[src/rtl/fp_normalize_pipe.sv]
// Two-stage normalise/round/saturate stage for the FP adder, with valid/ready on both sides.
// Optional round-to-nearest-even via `ROUND_RNE_EN; truncation when undefined.
module fp_normalize_pipe #(
  parameter int EXP_W = 5,
  parameter int MAN_W = 10
) (
  input  logic             clk73,
  input  logic             rst73,
  input  logic             in_valid73,
  output logic             in_ready73,
  input  logic             sign73,
  input  logic [EXP_W-1:0] exp73,
  input  logic [MAN_W+4:0] m_sum73,
  output logic             out_valid73,
  input  logic             out_ready73,
  output logic             res_sign73,
  output logic [EXP_W-1:0] res_exp73,
  output logic [MAN_W-1:0] res_mant73,
  output logic             zero73,
  output logic             ovf73,
  output logic             uf73
);

  localparam int W    = MAN_W + 5;
  localparam int LZ_W = $clog2(W);
  localparam int EW   = EXP_W + 2;
  localparam logic signed [EW-1:0] E_ZERO = '0;
  localparam logic signed [EW-1:0] E_MAX  = EW'((1 << EXP_W) - 1);

  typedef enum logic [1:0] {
    CLS_ZERO,
    CLS_RIGHT,
    CLS_LEFT
  } cls_e;

  logic ld1, ld2;

  logic             v1_q, v1_d;
  cls_e             cls1_q, cls1_d;
  logic             sign1_q, sign1_d;
  logic [EXP_W:0]   exp1_q, exp1_d;
  logic [LZ_W-1:0]  lz1_q, lz1_d;
  logic [W-3:0]     m1_q, m1_d;

  logic             v2_q, v2_d;
  logic             res_sign_q, res_sign_d;
  logic [EXP_W-1:0] res_exp_q, res_exp_d;
  logic [MAN_W-1:0] res_mant_q, res_mant_d;
  logic             zero_q, zero_d;
  logic             ovf_q, ovf_d;
  logic             uf_q, uf_d;

  logic [LZ_W-1:0]  lz_c;
  logic             found;

  logic signed [EW-1:0] e_pre, e_fin;
  logic [MAN_W-1:0]     frac_r;
`ifdef ROUND_RNE_EN
  logic [W-3:0]         norm;
  logic [MAN_W-1:0]     frac;
  logic                 rnd_up;
  logic                 wrap;
`endif

  assign ld2        = !v2_q || out_ready73;
  assign ld1        = !v1_q || ld2;
  assign in_ready73 = ld1;

  // Leading zeros counted from the hidden-bit position downward.
  always_comb begin
    lz_c  = '0;
    found = 1'b0;
    for (int i = W - 2; i >= 0; i--) begin
      if (!found && m_sum73[i]) begin
        lz_c  = LZ_W'(W - 2 - i);
        found = 1'b1;
      end
    end
  end

  // The hidden bit is not stored: a left shift by lz pushes it out of the
  // register width, and a right shift replaces it with the carry.
  always_comb begin
    v1_d    = v1_q;
    cls1_d  = cls1_q;
    sign1_d = sign1_q;
    exp1_d  = exp1_q;
    lz1_d   = lz1_q;
    m1_d    = m1_q;
    if (ld1) begin
      v1_d = in_valid73;
      if (in_valid73) begin
        sign1_d = sign73;
        if (m_sum73 == '0) begin
          cls1_d = CLS_ZERO;
          exp1_d = '0;
          lz1_d  = '0;
          m1_d   = '0;
        end else if (m_sum73[W-1]) begin
          cls1_d = CLS_RIGHT;
          exp1_d = {1'b0, exp73} + (EXP_W + 1)'(1);
          lz1_d  = '0;
          m1_d   = {m_sum73[W-2:2], m_sum73[1] | m_sum73[0]};
        end else begin
          cls1_d = CLS_LEFT;
          exp1_d = {1'b0, exp73};
          lz1_d  = lz_c;
          m1_d   = m_sum73[W-3:0];
        end
      end
    end
  end

  always_comb begin
    e_pre = {1'b0, exp1_q} - EW'(lz1_q);
`ifdef ROUND_RNE_EN
    norm   = m1_q << lz1_q;
    frac   = norm[W-3:3];
    rnd_up = norm[2] & (norm[1] | norm[0] | frac[0]);
    {wrap, frac_r} = {1'b0, frac} + (MAN_W + 1)'(rnd_up);
    e_fin  = e_pre + EW'(wrap);
`else
    frac_r = MAN_W'((m1_q << lz1_q) >> 3);
    e_fin  = e_pre;
`endif
  end

  always_comb begin
    v2_d       = ld2 ? v1_q : v2_q;
    res_sign_d = res_sign_q;
    res_exp_d  = res_exp_q;
    res_mant_d = res_mant_q;
    zero_d     = zero_q;
    ovf_d      = ovf_q;
    uf_d       = uf_q;
    if (ld2 && v1_q) begin
      res_sign_d = sign1_q;
      zero_d     = 1'b0;
      ovf_d      = 1'b0;
      uf_d       = 1'b0;
      if (cls1_q == CLS_ZERO) begin
        res_exp_d  = '0;
        res_mant_d = '0;
        zero_d     = 1'b1;
      end else if (e_fin <= E_ZERO) begin
        res_exp_d  = '0;
        res_mant_d = '0;
        uf_d       = 1'b1;
      end else if (e_fin >= E_MAX) begin
        res_exp_d  = '1;
        res_mant_d = '0;
        ovf_d      = 1'b1;
      end else begin
        res_exp_d  = e_fin[EXP_W-1:0];
        res_mant_d = frac_r;
      end
    end
  end

  always_ff @(posedge clk73 or posedge rst73) begin
    if (rst73) begin
      v1_q       <= 1'b0;
      cls1_q     <= CLS_ZERO;
      sign1_q    <= 1'b0;
      exp1_q     <= '0;
      lz1_q      <= '0;
      m1_q       <= '0;
      v2_q       <= 1'b0;
      res_sign_q <= 1'b0;
      res_exp_q  <= '0;
      res_mant_q <= '0;
      zero_q     <= 1'b0;
      ovf_q      <= 1'b0;
      uf_q       <= 1'b0;
    end else begin
      v1_q       <= v1_d;
      cls1_q     <= cls1_d;
      sign1_q    <= sign1_d;
      exp1_q     <= exp1_d;
      lz1_q      <= lz1_d;
      m1_q       <= m1_d;
      v2_q       <= v2_d;
      res_sign_q <= res_sign_d;
      res_exp_q  <= res_exp_d;
      res_mant_q <= res_mant_d;
      zero_q     <= zero_d;
      ovf_q      <= ovf_d;
      uf_q       <= uf_d;
    end
  end

  assign out_valid73 = v2_q;
  assign res_sign73  = res_sign_q;
  assign res_exp73   = res_exp_q;
  assign res_mant73  = res_mant_q;
  assign zero73      = zero_q;
  assign ovf73       = ovf_q;
  assign uf73        = uf_q;

endmodule

[config.mk]
export PLATFORM = sky130hd
export DESIGN_NAME = fp_normalize_pipe
export DESIGN_NICKNAME = d
export VERILOG_FILES = /design/src/rtl/fp_normalize_pipe.sv
export SDC_FILE = /design/constraint.sdc
export NUM_CORES = 1
export LEC_CHECK = 0
export ABC_CLOCK_PERIOD_IN_PS = 4000
export BUFFER_PORTS_ARGS = -buffer_cell sky130_fd_sc_hd__buf_2
export CORE_UTILIZATION = 40
export CTS_BUF_LIST = sky130_fd_sc_hd__clkbuf_2 sky130_fd_sc_hd__clkbuf_4 sky130_fd_sc_hd__clkbuf_8
export DETAILED_ROUTE_END_ITERATION = 8
export GPL_TIMING_DRIVEN = 1
export PLACE_DENSITY = 0.6
export SYNTH_ARGS = -nofsm -noshare
export SYNTH_HDL_FRONTEND = slang
export SYNTH_SLANG_ARGS = --single-unit
[constraint.sdc]
create_clock -name clk73 -period 4 [get_ports clk73]
set_input_delay 0.8 -clock clk73 [delete_from_list [all_inputs] [get_ports clk73]]
set_output_delay 0.8 -clock clk73 [all_outputs]
set_load 0.02 [all_outputs]
# After elaboration in Yosys (flattened, before gate mapping)
# Index checks and enable logic that the tools add are counted.
classes:
  n_addsub: 2
  shift: 1
  n_lt_le_gt_ge: 2
  n_bitwise: 1
  muxes: 46
  reduce_logical: 34
op_table:
  columns: ["op", "count"]
  rows:
  - ["4-bit two-way mux", 13]
  - ["10-bit two-way mux", 3]
  - ["13-bit two-way mux", 2]
  - ["1-bit two-way mux", 20]
  - ["1-bit logical NOT", 15]
  - ["15-bit logical NOT", 1]
  - ["5-bit two-way mux", 3]
  - ["1-bit logical AND", 14]
  - ["13-bit by 4-bit << shifter with 13-bit output", 1]
  - ["6-bit two-way mux", 2]
  - ["7-bit by 6-bit >= comparator with 1-bit output, second input constant", 1]
  - ["7-bit by 1-bit less-or-equal comparator with 1-bit output, second input constant", 1]
  - ["6-bit by 4-bit subtractor with 7-bit output", 1]
  - ["5-bit by 1-bit adder with 6-bit output, second input constant", 1]
  - ["2-bit two-way mux", 3]
  - ["2-bit logical NOT", 1]
  - ["1-bit logical OR", 2]
  - ["2-bit AND reduction", 1]
  - ["1-bit bitwise OR", 1]
word_totals:
  reg_bits: 47
  word_cells: 99

# Depth between registers and ports, before layout
# Gate-level depths: netlist of run 1.
depth:
  word_depth: 42
  depth_mapped: 10
  depth_no_buf: 8

# Worst setup path after synthesis of run 1
# No wires, ideal clock.
synth_path:
  path_kind: "reg2reg"
  startpoint: "register lz1_q[1]"
  endpoint: "register ovf_q, in the netlist ovf73"
  stages_incl_launch_ff: 10
  setup_slack_ns: 1.554
  setup_time_ns: 0.121
  required_ns: 3.879
  arrival_ns: 2.325
  path_buffers: 2
  path_cell_list: "dfrtp_1 buf_4 buf_2 inv_1 ha_1 and3b_4 o211ai_2 nand3_4 o41a_1 a32o_2"
synth_between:
  elab_chain_cells: 5
synth_rtl:
  columns: ["element", "line", "rtl"]
  rows:
  - ["start: declaration", "42", "logic [LZ_W-1:0] lz1_q, lz1_d;"]
  - ["start signal: assignment", "180", "lz1_q <= lz1_d;"]
  - ["6-bit by 4-bit subtractor with 7-bit output (*)", "115", "e_pre = {1'b0, exp1_q} - EW'(lz1_q);"]
  - ["7-bit by 6-bit >= comparator with 1-bit output", "149", "end else if (e_fin >= E_MAX) begin"]
  - ["1-bit two-way mux", "149", null]
  - ["1-bit two-way mux (*)", "145", "end else if (e_fin <= E_ZERO) begin"]
  - ["1-bit two-way mux (*)", "141", "if (cls1_q == CLS_ZERO) begin"]
  - ["end signal: assignment", "187", "ovf_q <= ovf_d;"]
  - ["end: declaration", "50", "logic ovf_q, ovf_d;"]
# Mark *: on every way between the ends. The rest lies on a longest branch, timed or not.
# A chain may end at the register's enable or synchronous reset.

# Worst setup path in the final report of run 1
layout_path:
  startpoint: "register lz1_q[0]"
  endpoint: "register res_mant_q[6], in the netlist res_mant73[6]"
layout_between:
  elab_chain_cells: 5
layout_rtl:
  columns: ["element", "line", "rtl"]
  rows:
  - ["6-bit by 4-bit subtractor with 7-bit output", "115", null]
  - ["7-bit by 6-bit >= comparator with 1-bit output", "149", null]
  - ["10-bit two-way mux", "149", null]
  - ["10-bit two-way mux (*)", "145", null]
  - ["10-bit two-way mux (*)", "141", null]
  - ["end signal: assignment", "185", "res_mant_q <= res_mant_d;"]
  - ["end: declaration", "48", "logic [MAN_W-1:0] res_mant_q, res_mant_d;"]
# Marks and branches as above.

==> out/qor.yml, run 1 <==
io_pins: 46
final_cells: 427
firstDrtPassIters: 4
synth_top_cell_by_area: "dfrtp_1"
ant_nets: 0
reg2regPathDepth: 7
seq_power_share_pct: 43.3
power.switching_mw: 0.551
cts_setup_buffers: 0
cell_internal_pwr_mw: 0.907
viasPerCell: 5.37
area_growth_pct: 13.0
dieArea_um2: 7600
nets: 361
drive_gt1_share_pct: 25.4
vias: 2292
synthArstFlopShare_pct: 100
final_max_slew_viol_count: 0
hold_slack_ns: 0.467
period_share_pct: 71.6
required_ns: 4.16
tritoncts: "yes"
synthesis.area_um2: 2900
cts-htree-levels: 2
cp_slowest_cell: "o31ai_2"
drtIter0Drc: 126
tns_ns: 0
cts_inserted_buffers: 5
rsz0062_at_grt: "false"
routed_wl_um: 6180
syn-mean-instance-area_um2: 9.94
cap_violations: 0
cpPeakStageDelay_ns: 0.68
cp.arrival_ns: 3.03
critical_path_class: "register to register"
synth_most_common_cell: "nand2_1"
yosys-top-cells-area: "dfrtp_1, nand2_1, mux2i_1"
synth.distinct_cells: 58
clkLatencyLatePin_ns: 0.30
worstMarginPinSlew_ns: 0.958
path_clk_slew_ns: 0.09
dieHeight_um: 87.2
ir_drop_mv: 0.148
wl_per_cell_um: 14.5
fin_crit_ns: 2.87
synth_common_cells: "nand2_1, dfrtp_1, mux2i_1"
worstHoldPathCells: 2
port_buffers: 45
ys.flop_type: "dfrtp_1"
path_cells: "ha_1 > fa_1 > and2b_1 > o22ai_1 > xor2_1 > o31ai_2 > o31ai_1"
timing.fmax_mhz: 349
start_util_pct: 42.0
p_per_area_nw_per_um2: 445
synth-edff-count: 0
timing.final.setup_violations: 0
globalplace.congestion: 0.748
drc: 0
yosysSeqAreaShare_pct: 40.5
overflow: 0
grt_antenna_before_repair: 0
cp_max_fo: 17
dp_hpwl_um: 4650
numClockSinks: 47
endpoint_kind: "register"
outcome: "complete, no violations"
ys_ff_latch: 47
switching_share_pct: 37.8
hold_class: "register to register"
grt_pass1_vias: 2116
grt_pass1_wl_um: 10700
syn-num-nets: 323
grt_usage_pct: 17.8
p_clk_share_pct: 21.0
yosysWarnings: 0
dpl.cell_count: 419
root_buffer: "clkbuf_8"
fin_skew_ns: 0.00544
postCtsResizedCells: 0
final-hold-violation-count: 0
dieWidth_um: 87.2
p_leak_nw: 1.47
synth_top_cell_area_share_pct: 40.5
share_comb_of_total_power_pct: 35.6
max-slew-margin-rel_pct: 36.1
start_kind: "register"
postSynthCellCount: 292
n_antenna_cell: 0
postCtsHoldBufs: 0
clockBufferDepth: 2
core_area_um2: 6910
row_count: 30
grt_max_degree: 48
==> placed cells by master, fill, tap and decap left out, types with 3 or more instances in the layout <==
master / Yosys / routed
o22ai_1: 3 / 3
o31ai_1: 8 / 8
o21ai_0: 14 / 14
nand3_1: 3 / 3
o21ai_1: 10 / 10
ha_1: 5 / 5
nand2b_1: 3 / 3
buf_2: 3 / 45
a21oi_1: 9 / 9
a21o_1: 3 / 3
clkbuf_8: 0 / 5
mux2_2: 6 / 6
xor2_1: 4 / 4
mux4_2: 7 / 7
nor2_1: 17 / 17
mux2i_1: 19 / 19
o41ai_1: 5 / 5
nand2_1: 51 / 51
dfrtp_1: 47 / 47
a22o_1: 5 / 5
inv_1: 9 / 8
a221o_1: 5 / 5
nor4_1: 4 / 4
==> final cells by class <==
type                       count  area [um2]
clock buffer                   5        68.8
clock inverter                 3        27.5
fill                         724        3630
inverter                      10        37.5
multi-input combinational    220        1620
sequential                    47        1180
tap                           96         120
timing repair buffer          46         233
==> kinds of logic (layout without fill, tap and decap cells) <==
logic type / after synthesis / in the layout / synth area share (%)
xor gates and xnor gates: 7 / 7 / 2.37
and+or+nand+nor: 98 / 98 / 16.7
adders and majority gates: 6 / 6 / 2.85
buffers and inverters: 25 / 64 / 3.75
muxes: 32 / 32 / 14.3
DFF: 47 / 47 / 40.5
AOI/OAI and AO/OA: 77 / 77 / 19.4
==> path summary, 6_finish.rpt <==
check | from | end | slack [ns]
max in group asynchronous | rst73 | m1_q[0] | 2.70
worst min register to register | res_exp73[4] | res_exp73[4] | 0.47
min in group asynchronous | rst73 | res_mant73[6] | 0.69
worst max-delay path | lz1_q[0] | res_mant73[6] | 1.13
worst max register to register | lz1_q[0] | res_mant73[6] | 1.13
worst min-delay path | res_exp73[4] | res_exp73[4] | 0.47
==> metal layers <==
metal	global-route usage (%)	wire length (um)	vias up
met5	0	0	-
met4	4.92	61	0
met3	2.27	159	4
met2	26.4	2680	55
met1	27.2	3280	1077
li1	-	-	1156
==> sequential cells by signal, summed over array words and instances, names as in the netlist <==
name	cells
m1_q	13
res_mant73	10
exp1_q	6
res_exp73	5
lz1_q	4
cls1_q	2
out_valid73	1
ovf73	1
res_sign73	1
sign1_q	1
uf73	1
v1_q	1
zero73	1
==> power groups by stage <==
stage | clock (mW) | combinational, mW | sequential [mW]
final | 0.307 | 0.520 | 0.632
after global routing | 0.333 | 0.573 | 0.646
after CTS | 0.318 | 0.522 | 0.633
after detailed placement | 0 | 0.520 | 0.644
after global placement | 0 | 0.512 | 0.639
after floorplan | 0 | 0.334 | 0.686
==> metrics by stage <==
| stage | util [%] | power (mW) | area, um2 | setup slack [ns] |
|---|---|---|---|---|
| after floorplan | - | 1.02 | 2900 | 1.55 |
| after global placement | 46.1 | 1.15 | 3180 | 1.20 |
| after detailed placement | 46.1 | 1.16 | 3180 | 1.15 |
| after CTS | 47.5 | 1.47 | 3280 | 1.15 |
| after global routing | 47.5 | 1.55 | 3280 | 0.965 |
| final | 47.5 | 1.46 | 3280 | 1.13 |
==> critical path, delay by kind of cell (launching register included) <==
kind                     cells  cell delay (ns)
AO/OA/AOI/OAI                3             0.92
adder cells (fa/ha/maj)      2             0.73
flip-flops                   1             0.63
AND/OR/NAND/NOR              1             0.23
XOR/XNOR                     1             0.21
(Power assumes the default switching activity.)
==> inputs of run 2 (changes only) <==
- ABC_CLOCK_PERIOD_IN_PS: 4000 -> 2540
- PLACE_DENSITY: 0.6 -> 0.62
- clock period: 4 -> 2.54 ns (I/O delays scaled with it)
==> run 2 against run 1 <==
Compared with the run above: die area unchanged; via count grew 0.65%; sequential power is 55% higher.
==> out/qor.yml, run 2 (synthesis results as in run 1) <==
top_register: "m1_q"
numClockSinks: 47
nets: 369
cap_violations: 0
worstMarginPinSlew_ns: 0.697
fin_crit_ns: 2.38
grt_pass1_wl_um: 10300
tritoncts: "yes"
largest_register_ffs: 13
timing.final.setup_violations: 0
timing.fmax_mhz: 421
dieHeight_um: 87.2
cp.arrival_ns: 2.59
grt_max_degree: 48
row_count: 30
final_common_cell: "nand2_1"
firstDrtPassIters: 4
layout_common_cells: "nand2_1, dfrtp_1, buf_2"
drive_gt1_share_pct: 27.4
io_pins: 46
ir_drop_mv: 0.242
n_antenna_cell: 0
outcome: "complete, no violations"
dieArea_um2: 7600
viasPerCell: 5.30
cts-htree-levels: 2
period_share_pct: 93.6
drtIter0Drc: 87
wl_met3_um: 158
area_growth_pct: 15.6
overflow: 0
vias: 2307
fin_skew_ns: 0.0184
wl_met1_um: 3180
ant_nets: 0
placed_area_um2: 3240
max-slew-margin-rel_pct: 53.3
clockBufferDepth: 2
p_per_area_nw_per_um2: 685
dieWidth_um: 87.2
path_clk_slew_ns: 0.10
final_cells: 435
port_buffers: 45
finish.utilization_pct: 48.6
dpl.cell_count: 426
final_max_slew_viol_count: 0
finalInstanceArea_um2: 3350
drc: 0
core_area_um2: 6910
tns_ns: 0
n_fill_cell: 704
rsz0062_at_grt: "false"
required_ns: 2.75
final-hold-violation-count: 0
routed_wl_um: 6090
start_kind: "register"
grt_usage_pct: 17.4
cp_max_fo: 5
top_layer_used: "met4"
globalplace.congestion: 0.766
grt_pass1_vias: 2112
start_util_pct: 42.0
endpoint_kind: "register"
wl_per_cell_um: 14.0
root_buffer: "clkbuf_8"
dp_hpwl_um: 4690
grt_antenna_before_repair: 0
critical_path_class: "register to register"
cts_inserted_buffers: 5
p_leak_nw: 1.51
clkLatencyLatePin_ns: 0.31
met2_wirelength_um: 2690
hold_class: "input port to async pin"
[run 2: power by group]
| group | internal [mW] | leakage [nW] | switching (mW) | total (mW) |
|---|---|---|---|---|
| clock | 0.201 | 0.0452 | 0.265 | 0.466 |
| combinational | 0.354 | 0.864 | 0.496 | 0.850 |
| sequential | 0.884 | 0.597 | 0.0951 | 0.979 |
| total | 1.44 | 1.51 | 0.856 | 2.30 |
[run 2: worst paths after layout]
check,cells past startpoint,from,endpoint,slack (ns)
max,8,exp1_q[0],ovf73,0.16
min,3,rst73,res_mant73[9],0.32
max reg2reg,8,exp1_q[0],ovf73,0.16
min reg2reg,2,res_exp73[2],res_exp73[2],0.47
max in group asynchronous,3,rst73,m1_q[0],1.81
min in group clk73,2,in_valid73,v1_q,0.40
[run 2: critical path, stage by stage (launching register included)]
cell	delay (ns)
dfrtp_1	0.35
inv_1	0.05
ha_1	0.21
fa_1	0.40
and2b_1	0.22
o22ai_1	0.11
xor2_2	0.21
o41a_1	0.45
a32o_2	0.28
[run 2: per-layer routing]
layer  track usage (%)  vias up
met5                 0        -
met4              4.47        0
met3              2.84        4
met2              26.1       46
met1              26.0     1084
li1                  -     1173
[run 2: layout make-up]
| type | instances | area, um2 | share of cell area [%] |
|---|---|---|---|
| sequential | 47 | 1180 | 35.1 |
| multi-input combinational | 220 | 1630 | 48.7 |
| clock buffer | 5 | 68.8 | 2.05 |
| timing repair buffer | 54 | 293 | 8.73 |
| inverter | 10 | 37.5 | 1.12 |
| tap | 96 | 120 | 3.58 |
| clock inverter | 3 | 25.0 | 0.746 |
[run 2: timing repair]
item                                    in CTS  in global routing
buffers inserted                             0                  1
endpoints found under the setup margin       0                 10
resized for setup                            0                  2
hold buffers                                 0                  0
[run 2: per-stage QoR]
stage          setup WS (ns)  hold slack, ns  power [mW]
2_1_floorplan         0.0936           0.449        1.61
3_3_place_gp           0.132           0.445        1.82
3_5_place_dp          0.0502           0.451        1.84
4_1_cts               0.0284           0.355        2.31
5_1_grt               0.0241           0.383        2.45
6_report               0.162           0.324        2.30
==> inputs of run 3 (changes only) <==
- CAP_MARGIN: not set -> 20
- PLACE_DENSITY: 0.62 -> not set
- PLACE_DENSITY_LB_ADDON: not set -> 0.12
==> run 3 against run 2 <==
Compared with the run above: register-to-register slack barely moved; global-route usage rose by 0.89 points; utilization rose by 0.31 points; final cell count rose by 0.46%; setup slack improved by 0.0016 ns; design area rose by 0.63%; critical path type unchanged.
==> out/qor.yml, run 3 (synthesis results as in run 1) <==
tritoncts: "yes"
cp_max_fo: 5
wl_per_cell_um: 14.2
cp.arrival_ns: 2.58
fin_skew_ns: 0.0120
fin_crit_ns: 2.38
dieHeight_um: 87.2
viasPerCell: 5.30
grt_max_degree: 44
place_ws_ns: 0.0803
clockBufferDepth: 2
largest_register_ffs: 13
row_count: 30
start_kind: "register"
final_max_slew_viol_count: 0
drtIter0Drc: 91
dpl.cell_count: 427
grt_antenna_before_repair: 0
grt_pass1_wl_um: 10700
root_buffer: "clkbuf_8"
globalplace.congestion: 0.799
endpoint_kind: "register"
firstDrtPassIters: 4
dieWidth_um: 87.2
top_register: "m1_q"
overflow: 0
n_antenna_cell: 0
placed_area_um2: 3240
dp_hpwl_um: 4750
timing.fmax_mhz: 421
max-slew-margin-rel_pct: 56.1
postCtsHoldBufs: 0
finish.utilization_pct: 48.9
layout_common_cells: "nand2_1, dfrtp_1, buf_2"
vias: 2314
ir_drop_mv: 0.237
worstMarginPinSlew_ns: 0.656
cap_violations: 0
port_buffers: 45
outcome: "complete, no violations"
final_common_cell: "nand2_1"
final-hold-violation-count: 0
final_cells: 437
hold_class: "input port to async pin"
finalInstanceArea_um2: 3370
n_fill_cell: 681
drive_gt1_share_pct: 28.2
rsz0062_at_grt: "false"
tns_ns: 0
p_per_area_nw_per_um2: 683
hold_slack_ns: 0.260
timing.final.setup_violations: 0
clkLatencyLatePin_ns: 0.30
cts-htree-levels: 2
required_ns: 2.74
area_growth_pct: 16.3
grt_pass1_vias: 2170
routed_wl_um: 6230
p_leak_nw: 1.52
grt_usage_pct: 18.3
dieArea_um2: 7600
path_clk_slew_ns: 0.09
period_share_pct: 93.5
numClockSinks: 47
fin_ws_ns: 0.164
io_pins: 46
p_total_mw: 2.31
core_area_um2: 6910
cts_inserted_buffers: 5
ant_nets: 0
critical_path_class: "register to register"
start_util_pct: 42.0
nets: 371
drc: 0
==> run 3: worst paths after layout <==
check / end / slack (ns) / startpoint / cells after the start
setup reg to reg: ovf73 / 0.16 / exp1_q[0] / 8
setup / recovery: ovf73 / 0.16 / exp1_q[0] / 8
max in group asynchronous: res_mant73[4] / 1.69 / rst73 / 3
min in group clk73: v1_q / 0.41 / in_valid73 / 2
hold reg to reg: res_exp73[2] / 0.47 / res_exp73[2] / 2
hold / removal: lz1_q[3] / 0.26 / rst73 / 2
==> run 3: area by class of cell <==
class / count / area (um2) / area share (%)
clock buffer: 5 / 68.8 / 2.04
clock inverter: 3 / 23.8 / 0.704
inverter: 10 / 37.5 / 1.11
multi-input combinational: 220 / 1640 / 48.6
sequential: 47 / 1180 / 34.9
tap: 96 / 120 / 3.56
timing repair buffer: 56 / 308 / 9.12
==> run 3: per-layer routing <==
| metal | track usage (%) | routed length, um | up-vias | part of all wire [%] |
|---|---|---|---|---|
| li1 | - | - | 1174 | - |
| met1 | 27.2 | 3300 | 1084 | 53 |
| met2 | 27.4 | 2660 | 51 | 43 |
| met3 | 3.13 | 204 | 5 | 3.3 |
| met4 | 4.92 | 62 | 0 | 1.0 |
| met5 | 0 | 0 | - | 0 |
==> run 3: power breakdown <==
part           switching [mW]  internal [mW]
combinational           0.505          0.360
clock                   0.267          0.197
sequential             0.0924          0.884
total                   0.865           1.44
==> run 3: timing repair <==
item                       CTS  global route
resized for setup            0             3
setup endpoints to repair    0            10
buffers inserted             0             2
==> run 3: critical path, cell delays in order, from the launching register on <==
cell and delay, ns:
dfrtp_1 0.35, inv_1 0.05, ha_1 0.21, fa_1 0.40
and2b_1 0.22, o22ai_1 0.10, xor2_2 0.21, o41a_1 0.45
a32o_2 0.28
